File: config.mk
export PLATFORM = sky130hd
export DESIGN_NAME = fetch_queue
export DESIGN_NICKNAME = d
export VERILOG_FILES = /design/src/rtl/fetch_queue.sv
export SDC_FILE = /design/constraint.sdc
export NUM_CORES = 1
export LEC_CHECK = 0
export CORE_MARGIN = 10
export CORE_UTILIZATION = 30
export DETAILED_ROUTE_END_ITERATION = 16
export PLACE_DENSITY = 0.59
export SLEW_MARGIN = 20
export SYNTH_ARGS = -nofsm -noshare
export SYNTH_HDL_FRONTEND = slang
export SYNTH_SLANG_ARGS = --single-unit
export TNS_END_PERCENT = 30
File: constraint.sdc
create_clock -name clk -period 6 [get_ports clk]
set_clock_uncertainty 0.15 [all_clocks]
set_input_delay 0.6 -clock clk [delete_from_list [all_inputs] [get_ports clk]]
set_output_delay 0.6 -clock clk [all_outputs]
set_load 0.02 [all_outputs]
File: src/rtl/fetch_queue.sv
// Instruction prefetch queue: owns the fetch PC, issues sequential word fetches, buffers {instr, pc}.
// Optional build macro FETCH_QUEUE_BYPASS_EN presents a response into an empty queue in the same cycle.
module fetch_queue #(
    parameter int unsigned DEPTH           = 4,
    parameter int unsigned MAX_OUTSTANDING = 2,
    parameter logic [31:0] RESET_PC        = 32'h0000_0000
) (
    input  logic        clk,
    input  logic        reset,
    output logic        imem_req_valid,
    input  logic        imem_req_ready,
    output logic [31:0] imem_addr,
    input  logic        imem_rsp_valid,
    input  logic [31:0] imem_rsp_data,
    output logic        instr_valid,
    input  logic        instr_ready,
    output logic [31:0] Instr_F,
    output logic [31:0] PCF,
    output logic [31:0] PCPlus4_F,
    input  logic        PCSrc,
    input  logic [31:0] PCTargetE
);

    localparam int unsigned PTR_W = $clog2(DEPTH);
    localparam int unsigned CNT_W = $clog2(DEPTH + 1);
    localparam int unsigned OUT_W = $clog2(MAX_OUTSTANDING + 1);
    localparam int unsigned TAG_W = (MAX_OUTSTANDING > 1) ? $clog2(MAX_OUTSTANDING) : 1;
    localparam int unsigned SUM_W = CNT_W + 1;

    localparam logic [31:0]      NOP_INSTR  = 32'h0000_0013;
    localparam logic [OUT_W-1:0] MAX_OUT_C  = OUT_W'(MAX_OUTSTANDING);
    localparam logic [SUM_W-1:0] DEPTH_C    = SUM_W'(DEPTH);
    localparam logic [TAG_W-1:0] TAG_LAST_C = TAG_W'(MAX_OUTSTANDING - 1);

    logic [31:0]      fetch_pc_r;
    logic [31:0]      instr_mem_r [DEPTH];
    logic [31:0]      pc_mem_r    [DEPTH];
    logic [PTR_W-1:0] wr_ptr_r;
    logic [PTR_W-1:0] rd_ptr_r;
    logic [CNT_W-1:0] count_r;
    logic [31:0]      tag_mem_r   [MAX_OUTSTANDING];
    logic [TAG_W-1:0] tag_wr_r;
    logic [TAG_W-1:0] tag_rd_r;
    logic [OUT_W-1:0] inflight_r;
    logic [OUT_W-1:0] drop_cnt_r;

    logic             req_fire_s;
    logic             rsp_live_s;
    logic             push_s;
    logic             pop_s;
    logic             bypass_s;
    logic             fifo_nonempty_s;
    logic [31:0]      rsp_pc_s;
    logic [SUM_W-1:0] reserved_s;
    logic             unused_target_lsb_s;

    // Wrap-around increment for the PC-tag ring, whose depth need not be a power of two.
    function automatic logic [TAG_W-1:0] tag_next(input logic [TAG_W-1:0] ptr);
        logic [TAG_W-1:0] nxt;
        if (ptr == TAG_LAST_C) begin
            nxt = TAG_W'(0);
        end else begin
            nxt = ptr + TAG_W'(1);
        end
        return nxt;
    endfunction

    assign unused_target_lsb_s = ^PCTargetE[1:0];
    assign imem_addr           = fetch_pc_r;
    assign reserved_s          = SUM_W'(count_r) + SUM_W'(inflight_r);

    // Request gating: slots are reserved for every in-flight response so a response is never refused.
    always_comb begin
        imem_req_valid = 1'b0;
        if (!reset && !PCSrc && (inflight_r < MAX_OUT_C) && (reserved_s < DEPTH_C)) begin
            imem_req_valid = 1'b1;
        end else begin
            imem_req_valid = 1'b0;
        end
    end

    // Handshake decode: a response is live only when it is not a leftover from before a redirect.
    always_comb begin
        req_fire_s      = imem_req_valid && imem_req_ready;
        rsp_live_s      = imem_rsp_valid && !PCSrc && (drop_cnt_r == OUT_W'(0));
        rsp_pc_s        = tag_mem_r[tag_rd_r];
        fifo_nonempty_s = (count_r != CNT_W'(0));
`ifdef FETCH_QUEUE_BYPASS_EN
        bypass_s        = rsp_live_s && !fifo_nonempty_s;
`else
        bypass_s        = 1'b0;
`endif
        pop_s           = fifo_nonempty_s && instr_ready && !PCSrc;
        push_s          = rsp_live_s && !(bypass_s && instr_ready);
    end

    // Head presentation: bypassed response first, then FIFO head, else NOP with zero PCs.
    always_comb begin
        instr_valid = 1'b0;
        Instr_F     = NOP_INSTR;
        PCF         = 32'h0000_0000;
        PCPlus4_F   = 32'h0000_0000;
        if (bypass_s) begin
            instr_valid = 1'b1;
            Instr_F     = imem_rsp_data;
            PCF         = rsp_pc_s;
            PCPlus4_F   = rsp_pc_s + 32'd4;
        end else if (fifo_nonempty_s) begin
            instr_valid = 1'b1;
            Instr_F     = instr_mem_r[rd_ptr_r];
            PCF         = pc_mem_r[rd_ptr_r];
            PCPlus4_F   = pc_mem_r[rd_ptr_r] + 32'd4;
        end else begin
            instr_valid = 1'b0;
            Instr_F     = NOP_INSTR;
            PCF         = 32'h0000_0000;
            PCPlus4_F   = 32'h0000_0000;
        end
    end

    // Fetch PC and outstanding-request bookkeeping; a redirect turns everything in flight into drops.
    always_ff @(posedge clk or posedge reset) begin
        if (reset) begin
            fetch_pc_r <= RESET_PC;
            inflight_r <= OUT_W'(0);
            drop_cnt_r <= OUT_W'(0);
        end else begin
            if (PCSrc) begin
                fetch_pc_r <= {PCTargetE[31:2], 2'b00};
            end else if (req_fire_s) begin
                fetch_pc_r <= fetch_pc_r + 32'd4;
            end else begin
                fetch_pc_r <= fetch_pc_r;
            end

            case ({req_fire_s, imem_rsp_valid})
                2'b10:   inflight_r <= inflight_r + OUT_W'(1);
                2'b01:   inflight_r <= inflight_r - OUT_W'(1);
                default: inflight_r <= inflight_r;
            endcase

            if (PCSrc) begin
                drop_cnt_r <= inflight_r - OUT_W'(imem_rsp_valid);
            end else if (imem_rsp_valid && (drop_cnt_r != OUT_W'(0))) begin
                drop_cnt_r <= drop_cnt_r - OUT_W'(1);
            end else begin
                drop_cnt_r <= drop_cnt_r;
            end
        end
    end

    // Instruction FIFO pointers and occupancy.
    always_ff @(posedge clk or posedge reset) begin
        if (reset) begin
            wr_ptr_r <= PTR_W'(0);
            rd_ptr_r <= PTR_W'(0);
            count_r  <= CNT_W'(0);
        end else if (PCSrc) begin
            wr_ptr_r <= PTR_W'(0);
            rd_ptr_r <= PTR_W'(0);
            count_r  <= CNT_W'(0);
        end else begin
            if (push_s) begin
                wr_ptr_r <= wr_ptr_r + PTR_W'(1);
            end else begin
                wr_ptr_r <= wr_ptr_r;
            end
            if (pop_s) begin
                rd_ptr_r <= rd_ptr_r + PTR_W'(1);
            end else begin
                rd_ptr_r <= rd_ptr_r;
            end
            case ({push_s, pop_s})
                2'b10:   count_r <= count_r + CNT_W'(1);
                2'b01:   count_r <= count_r - CNT_W'(1);
                default: count_r <= count_r;
            endcase
        end
    end

    // PC-tag ring pointers; dropped responses have no tag since the ring is emptied on redirect.
    always_ff @(posedge clk or posedge reset) begin
        if (reset) begin
            tag_wr_r <= TAG_W'(0);
            tag_rd_r <= TAG_W'(0);
        end else if (PCSrc) begin
            tag_wr_r <= TAG_W'(0);
            tag_rd_r <= TAG_W'(0);
        end else begin
            if (req_fire_s) begin
                tag_wr_r <= tag_next(tag_wr_r);
            end else begin
                tag_wr_r <= tag_wr_r;
            end
            if (rsp_live_s) begin
                tag_rd_r <= tag_next(tag_rd_r);
            end else begin
                tag_rd_r <= tag_rd_r;
            end
        end
    end

    // Data storage needs no reset: occupancy alone decides what is visible.
    always_ff @(posedge clk) begin
        if (push_s) begin
            instr_mem_r[wr_ptr_r] <= imem_rsp_data;
            pc_mem_r[wr_ptr_r]    <= rsp_pc_s;
        end
        if (req_fire_s) begin
            tag_mem_r[tag_wr_r] <= fetch_pc_r;
        end
    end

endmodule

# After elaboration in Yosys (flattened, before gate mapping)
# Memory sizes are Yosys's and may differ from the RTL's.
# Index checks and enable logic that the tools add are counted.
# totals
reg_bits	45
ramBits	320
input_bits	70
wordCells	76
memories	3
# mem_list
memory	depth	word_bits	read_ports	rd_ports_with_merged_regs	write_ports	line_no	source
instr_mem_r	4	32	1	0	1	36	logic [31:0] instr_mem_r [DEPTH];
pc_mem_r	4	32	1	0	1	37	logic [31:0] pc_mem_r [DEPTH];
tag_mem_r	2	32	1	0	1	41	logic [31:0] tag_mem_r [MAX_OUTSTANDING];
# classes
addsub	13
n_lt_le_gt_ge	2
eq_ne	4
n_mux	26
reduce_logical	20
# ops
cell	count
2-to-1 mux 32 bit	5
adder 32 x 3 -> 32 bit, second input constant	2
2-to-1 mux 1 bit	12
2-to-1 mux 2 bit	6
nonzero test 2 bit	6
logical AND 1 bit	9
adder 2 x 1 -> 2 bit, second input constant	3
one-hot mux 3 bit (2 select lines)	1
nonzero test 3 bit	2
adder 3 x 2 -> 4 bit	1
equality test 2 x 1 -> 1 bit, second input constant	2
equality test 2 bit, second input constant	2
< comparator 4 x 3 -> 1 bit, second input constant	1
one-hot mux 2 bit (2 select lines)	1
subtractor 2 x 1 -> 2 bit, second input constant	2
adder 3 x 1 -> 3 bit, second input constant	1
2-to-1 mux 3 bit	1
subtractor 3 x 1 -> 3 bit, second input constant	1
adder 1 bit, second input constant	2
zero test 1 bit	2
zero test 2 bit	1
< comparator 2 bit, second input constant	1
subtractor 2 x 1 -> 2 bit	1

# Depth between registers and ports, before layout
# Gate-level depths: netlist of run 1.
# depth
ltp_word	8
mapped_depth	11
depth_no_buf	8

# Worst setup path after synthesis of run 1
# No wires, ideal clock.
# synth_timing
path_kind	input -> register
from	input port PCSrc
to	memory instr_mem_r[2][0], enable pin
setup_ns	0.571
arrival_ns	5.742
required_ns	5.279
setup_slack_ns	-0.464
cell_stages	4
n_path_buf	3
cell_sequence	clkbuf_1 -> clkbuf_1 -> clkbuf_1 -> nor3b_1
# synth_between
elab_chain_len	5
# synth_rtl
element	line_no	source
start, declared	20	input logic PCSrc,
zero test 1 bit	85	rsp_live_s = imem_rsp_valid && !PCSrc && (drop_cnt_r == OUT_W'(0));
logical AND 1 bit (2 in a row)	85	
2-to-1 mux 1 bit	205	if (push_s) begin
2-to-1 mux 1 bit (not written as such)	206	instr_mem_r[wr_ptr_r] <= imem_rsp_data;
end, declared	36	
# No other way between the ends.

# Final worst setup path of run 1
# layout_timing
from	register rd_ptr_r[0]
to	output port PCPlus4_F[31]
# layout_between
elab_chain_len	3
# layout_rtl
element	line_no	source
start, declared	39	logic [PTR_W-1:0] rd_ptr_r;
start signal, assigned	169	rd_ptr_r <= rd_ptr_r + PTR_W'(1);
start signal, assigned	171	rd_ptr_r <= rd_ptr_r;
memory read (4 x 32 bit)	n/a	
adder 32 x 3 -> 32 bit	112	PCPlus4_F = pc_mem_r[rd_ptr_r] + 32'd4;
2-to-1 mux 32 bit	108	end else if (fifo_nonempty_s) begin
end, declared	19	output logic [31:0] PCPlus4_F,
# No other way between the ends.

==> results.py, run 1 <==
metrics = {
    "clock_network": {
        "cts_inserted_buffers": 39,
        "post_cts_buffers": 0,
        "cts_resized": 0,
        "clk_latency_ns": 0.52,
        "clkTransAtPathRegs_ns": 0.06,
        "cts_sinks": 351,
        "cts_hold_repair.buffers": 0,
        "cts_tree": "built",
        "h-tree-depth": 2,
        "clockRootBuffer": "clkbuf_16",
        "clock_path_buffers": 3,
    },
    "synthesis": {
        "synth.area.top_cells": "edfxtp_1, mux4_2, dfrtp_1",
        "synth_top_area_share": 0.620,
        "synth_edf_count": 308,
        "seq_area_frac_synth": 0.692,
        "synth_area_sq_mm": 0.0149,
        "synthXorXnorAreaFrac": 0.0188,
        "synth_warnings": 0,
        "async_reset_ff_frac": 0.123,
        "synthFlopType": "edfxtp_1",
        "synth_cell_types": 53,
        "synth.area.mux_share": 0.123,
        "synth-seq-cells": 351,
        "yosysTopAreaCell": "edfxtp_1",
        "yosys.area_share.adder": 0.00972,
        "synth-simple-area-share": 0.0955,
        "synth-compound-area-share": 0.0373,
        "synthCells": 912,
        "synth_area_per_cell_sq_um": 16.4,
        "synth_top_family_by_area": "multiplexers",
    },
    "floorplanning": {
        "ios": 200,
        "die_area_sq_mm": 0.0591,
        "die_w_um": 243,
        "rows": 81,
        "die-height_um": 243,
        "start_util": 0.304,
        "core_region_area_sq_mm": 0.0491,
    },
    "global_route": {
        "grt_pass1_wl_um": 57000,
        "antenna_found_initial": 0,
        "grt_usage": 0.124,
        "grt_start_max_net_pins": 63,
        "grt_pass1_vias": 8872,
        "gr-total-overflow": 0,
    },
    "critical_path": {
        "worstPathMaxFanout": 36,
        "cp.arrival_ns": 4.49,
        "crit_start": "rd_ptr_r[0]",
        "slowest_delay_ns": 0.80,
        "cp-start-kind": "flop",
        "cp-end-kind": "output pin",
        "rr_endpoint": "imem_addr[29]",
        "r2r_slack_ns": 2.14,
        "crit_end": "PCPlus4_F[31]",
        "critPathKind": "flop to output pin",
        "cpMaxStageDelayCell": "dfrtp_4",
        "rr_worst_depth": 7,
        "path_cells": "buf_4 -> mux4_2 -> and3_1 -> nand4_1 -> or4_1 -> a21oi_1 -> clkdlybuf4s50_1",
        "required_ns": 5.25,
        "rr_startpoint": "count_r[1]",
    },
    "final_layout": {
        "drive_above_1_share": 0.146,
        "multi_input_area_sq_mm": 0.00431,
        "design_area_sq_mm": 0.0188,
        "final_common_cell": "edfxtp_1",
        "antenna_cells": 0,
        "fin_cells": 1795,
        "register_area_sq_mm": 0.0103,
        "area_delta_synth_final_pct": 25.7,
        "utilization": 0.383,
        "nets": 1186,
        "fill_cells": 4642,
        "final_cell_mix": "edfxtp_1, clkdlybuf4s50_1, and2_1, mux4_2, nand2_1",
    },
    "sta": {
        "setup_tns_ns": 0,
        "max_freq_mhz": 191,
        "rsz0062_at_grt": "no",
        "relSlewSlack": 0.194,
        "tightestPinTransition_ns": 1.20,
        "finalSetupViolCount": 0,
        "period_share": 0.873,
        "finalHoldViolCount": 0,
        "period_needed_ns": 5.24,
        "timing.final.max_slew_violations": 0,
    },
    "place": {
        "placed_cells": 1728,
        "placed_cell_area_sq_mm": 0.0175,
        "gp_congestion": 0.767,
        "port_buffers": 191,
        "dp_hpwl_um": 25200,
    },
    "run": {
        "cap_violations": 0,
    },
    "run_status": {
        "status": "finished, final reports clean",
    },
    "drt": {
        "initialDrtViolationCount": 774,
        "vias": 8758,
        "drcViolationCount": 0,
        "finalWirelength_um": 38200,
        "viasPerCell": 4.88,
        "wire_per_inst_um": 21.3,
        "dr.pass1.iters": 5,
        "ant_nets": 0,
    },
    "min_path": {
        "holdPathStages": 1,
        "min_from": "inflight_r[0]",
        "hp-class": "flop to flop",
    },
    "pwr": {
        "p_per_area_mw_per_mm2": 428,
        "power_uw": 8040,
        "p_leak_uw": 0.00608,
        "ir_worst_vdd_mv": 0.180,
    },
}
-- Yosys cell counts, types with 17 or more instances --
cell,n
xor2_1,17
nand2_1,50
nand3_1,28
dfrtp_1,43
o21ai_0,21
and2_1,62
clkbuf_1,31
inv_1,18
mux4_2,54
edfxtp_1,308
nor2_1,38
mux2_2,30
-- where the power goes --
group          internal (uW)  switching, uW  leakage, uW
registers               2870            161      0.00331
clock network           1400            926     0.000598
logic                   1190           1500      0.00217
-- cell type report --
class                      count  share of cell area
clock buffer                  53              0.0581
timing repair buffer         203               0.106
tap                          664              0.0443
inverter                      19             0.00380
multi-input combinational    491               0.229
sequential                   351               0.550
clock inverter                14             0.00767
-- cell families after synthesis --
group	after synthesis
other	1
AO/OA/AOI/OAI	82
AND/OR/NAND/NOR	261
multiplexers	99
adder cells (fa/ha/maj)	11
XOR/XNOR	32
buffers and inverters	75
flip-flops	351
-- worst min path at each step --
| stage | endpoint | slack (ns) |
|---|---|---|
| after floorplan | inflight_r[0] | 0.35 |
| after global placement | inflight_r[0] | 0.38 |
| after detailed placement | inflight_r[0] | 0.39 |
| after CTS | inflight_r[0] | 0.39 |
| after global routing | inflight_r[0] | 0.42 |
| final | inflight_r[0] | 0.39 |
-- flip-flops by register name, summed over array words and instances (netlist names) --
signal	count
tag_mem_r	60
rd_ptr_r	2
inflight_r	2
tag_rd_r	1
drop_cnt_r	2
pc_mem_r	120
instr_mem_r	128
tag_wr_r	1
imem_addr	30
wr_ptr_r	2
count_r	3
-- metrics by stage --
step,setup slack (ns),hold WS (ns)
global route,0.486,0.419
finish,0.764,0.391
detailed placement,1.27,0.386
global placement,1.29,0.376
floorplan,-0.446,0.353
CTS,0.697,0.393
-- metal layers --
layer,vias up,track usage,share of wire
li1,3930,-,-
met1,4450,0.179,0.47
met2,334,0.181,0.43
met3,44,0.0351,0.081
met4,0,0.0270,0.016
met5,-,0,0
-- critical path, delay by kind of cell (launching register included) --
| kind | cells | cell delay, ns |
|---|---|---|
| mux | 1 | 0.43 |
| compound gates | 1 | 0.17 |
| simple gates | 3 | 1.17 |
| buf+inv | 2 | 1.35 |
| flops | 1 | 0.80 |
Power figures use the tool's default switching activity.
==> run 2: changes to the inputs <==
--- a/config.mk
+++ b/config.mk
@@ -10,2 +10,3 @@
 export DETAILED_ROUTE_END_ITERATION = 16
+export GPL_ROUTABILITY_DRIVEN = 0
 export PLACE_DENSITY = 0.59
--- a/constraint.sdc
+++ b/constraint.sdc
@@ -4,2 +4,2 @@
 set_output_delay 0.6 -clock clk [all_outputs]
-set_load 0.02 [all_outputs]
+set_load 0.005 [all_outputs]
==> run 2 against run 1 <==
  * Count of clock-buffer cells in the layout down 10
  * Via count down 0.40%
  * Critical path depth unchanged
  * Register-to-register slack better by 0.16 ns
  * Worst hold slack worse by 0.0075 ns
  * Clock power up 3%
  * Sequential power about the same
  * Sequential share of layout area down 0.15 points
  * Cell area up 0.27%
  * Critical endpoint is now PCPlus4_F[23]
  * Highest routed layer unchanged
==> results.py, run 2 (synthesis results as in run 1) <==
metrics = {
    "sta": {
        "hold_ws_ns": 0.383,
        "period_needed_ns": 5.03,
        "relSlewSlack": 0.302,
        "rsz0062_at_grt": "no",
        "timing.final.max_slew_violations": 0,
        "max_freq_mhz": 199,
        "finalWorstSetupSlack_ns": 0.969,
        "tightestPinTransition_ns": 1.04,
        "period_share": 0.839,
        "finalHoldViolCount": 0,
        "finalSetupViolCount": 0,
        "setup_tns_ns": 0,
    },
    "global_route": {
        "grt_start_max_net_pins": 63,
        "grt_pass1_vias": 8837,
        "busiest_layer": "met2",
        "grt_usage": 0.125,
        "met1_usage": 0.178,
        "antenna_found_initial": 0,
        "grt_pass1_wl_um": 57100,
        "grtUsageMet3": 0.0339,
        "gr-total-overflow": 0,
        "grt_use_met2": 0.186,
    },
    "pwr": {
        "combPwrFrac": 0.299,
        "switchingPower_uw": 2170,
        "p_leak_uw": 0.00612,
        "p_sw_frac": 0.282,
        "power_uw": 7720,
        "ir_worst_vdd_mv": 0.255,
        "p_per_area_mw_per_mm2": 410,
        "power_frac_seq": 0.390,
        "power_frac_clock": 0.311,
        "intPower_uw": 5540,
    },
    "place": {
        "placed_cell_area_sq_mm": 0.0176,
        "dp_hpwl_um": 25100,
        "port_buffers": 191,
        "dp_slack_ns": 1.50,
    },
    "final_layout": {
        "reg_top3": "instr_mem_r: 128 flops, pc_mem_r: 120 flops, tag_mem_r: 60 flops",
        "drive_above_1_share": 0.150,
        "nets": 1187,
        "top_register": "instr_mem_r",
        "final_common_cell": "edfxtp_1",
        "antenna_cells": 0,
        "final_cell_mix": "edfxtp_1, clkdlybuf4s50_1, and2_1, mux4_2, nand2_1",
        "design_area_sq_mm": 0.0188,
        "area_delta_synth_final_pct": 26.1,
        "largest_reg_flops": 128,
    },
    "clock_network": {
        "clk_latency_ns": 0.52,
        "post_cts_buffers": 0,
        "cts_hold_repair.buffers": 0,
        "cts_sinks": 351,
        "cts_inserted_buffers": 38,
        "clock_path_buffers": 3,
        "h-tree-depth": 2,
        "cts_resized": 0,
        "clkTransAtPathRegs_ns": 0.06,
        "clockRootBuffer": "clkbuf_16",
        "cts_tree": "built",
    },
    "critical_path": {
        "required_ns": 5.25,
        "critPathKind": "flop to output pin",
        "slowest_delay_ns": 0.71,
        "path_delay_family": "simple AND/OR/NAND/NOR gates",
        "worstPathMaxFanout": 22,
        "path_cells": "buf_4 -> mux4_1 -> and3_1 -> or4b_1 -> or4_1 -> a21oi_1 -> clkdlybuf4s50_1",
        "cp-end-kind": "output pin",
        "cp-start-kind": "flop",
        "critPathBufInv": 2,
        "cpMaxStageDelayCell": "or4b_1",
        "cp.arrival_ns": 4.28,
    },
    "drt": {
        "drcViolationCount": 0,
        "ant_nets": 0,
        "finalWirelength_um": 37700,
        "viasPerCell": 4.86,
        "wire_per_inst_um": 21.0,
        "vias": 8723,
        "dr.pass1.iters": 7,
        "initialDrtViolationCount": 607,
    },
    "floorplanning": {
        "core_region_area_sq_mm": 0.0491,
        "die_area_sq_mm": 0.0591,
        "rows": 81,
        "die-height_um": 243,
        "die_w_um": 243,
        "ios": 200,
        "start_util": 0.304,
    },
    "run": {
        "cap_violations": 0,
    },
    "run_status": {
        "status": "finished, final reports clean",
    },
    "min_path": {
        "hp-class": "flop to flop",
    },
}
-- run 2: per-layer routing --
layer / vias up / routed length, um
met4: 0 / 533
met3: 45 / 2880
met2: 345 / 16600
met5: - / 0
met1: 4396 / 17700
li1: 3937 / -
-- run 2: worst paths after layout --
check | cells past startpoint | startpoint | endpoint | slack, ns
setup / recovery | 7 | rd_ptr_r[0] | PCPlus4_F[23] | 0.97
hold / removal | 1 | inflight_r[0] | inflight_r[0] | 0.38
setup reg to reg | 7 | count_r[1] | imem_addr[25] | 2.30
hold reg to reg | 1 | inflight_r[0] | inflight_r[0] | 0.38
max in group asynchronous | 3 | reset | rd_ptr_r[0] | 4.82
min in group asynchronous | 3 | reset | tag_wr_r | 0.43
-- run 2: worst reg2reg max path, cell delays in order (launching register included) --
cell	delay [ns]
dfrtp_1	0.46
ha_1	0.25
nor4_1	0.22
and4_1	0.77
inv_2	0.37
nor4_1	0.97
a311o_1	0.29
o211ai_1	0.09
-- run 2: area by class of cell --
cell class,count,area [sq um]
fill,4638,30200
sequential,351,10300
multi-input combinational,491,4310
timing repair buffer,205,2010
clock buffer,43,991
tap,664,831
clock inverter,21,280
inverter,19,71.3
-- run 2: power by group through the flow --
| stage | sequential [uW] | combinational (uW) | clock [uW] |
|---|---|---|---|
| after floorplan | 2990 | 1210 | 0 |
| after global placement | 3060 | 2330 | 0 |
| after detailed placement | 3070 | 2360 | 0 |
| after CTS | 3020 | 2370 | 2460 |
| after global routing | 3040 | 2500 | 2570 |
| final | 3010 | 2310 | 2400 |
-- run 2: stage by stage --
| stage | std cells | utilization |
|---|---|---|
| 6_report | 1794 | 0.384 |
| 4_1_cts | 1794 | 0.384 |
| 5_1_grt | 1794 | 0.384 |
| 3_3_place_gp | 1730 | 0.358 |
| 2_1_floorplan | 917 | - |
| 3_5_place_dp | 1730 | 0.358 |
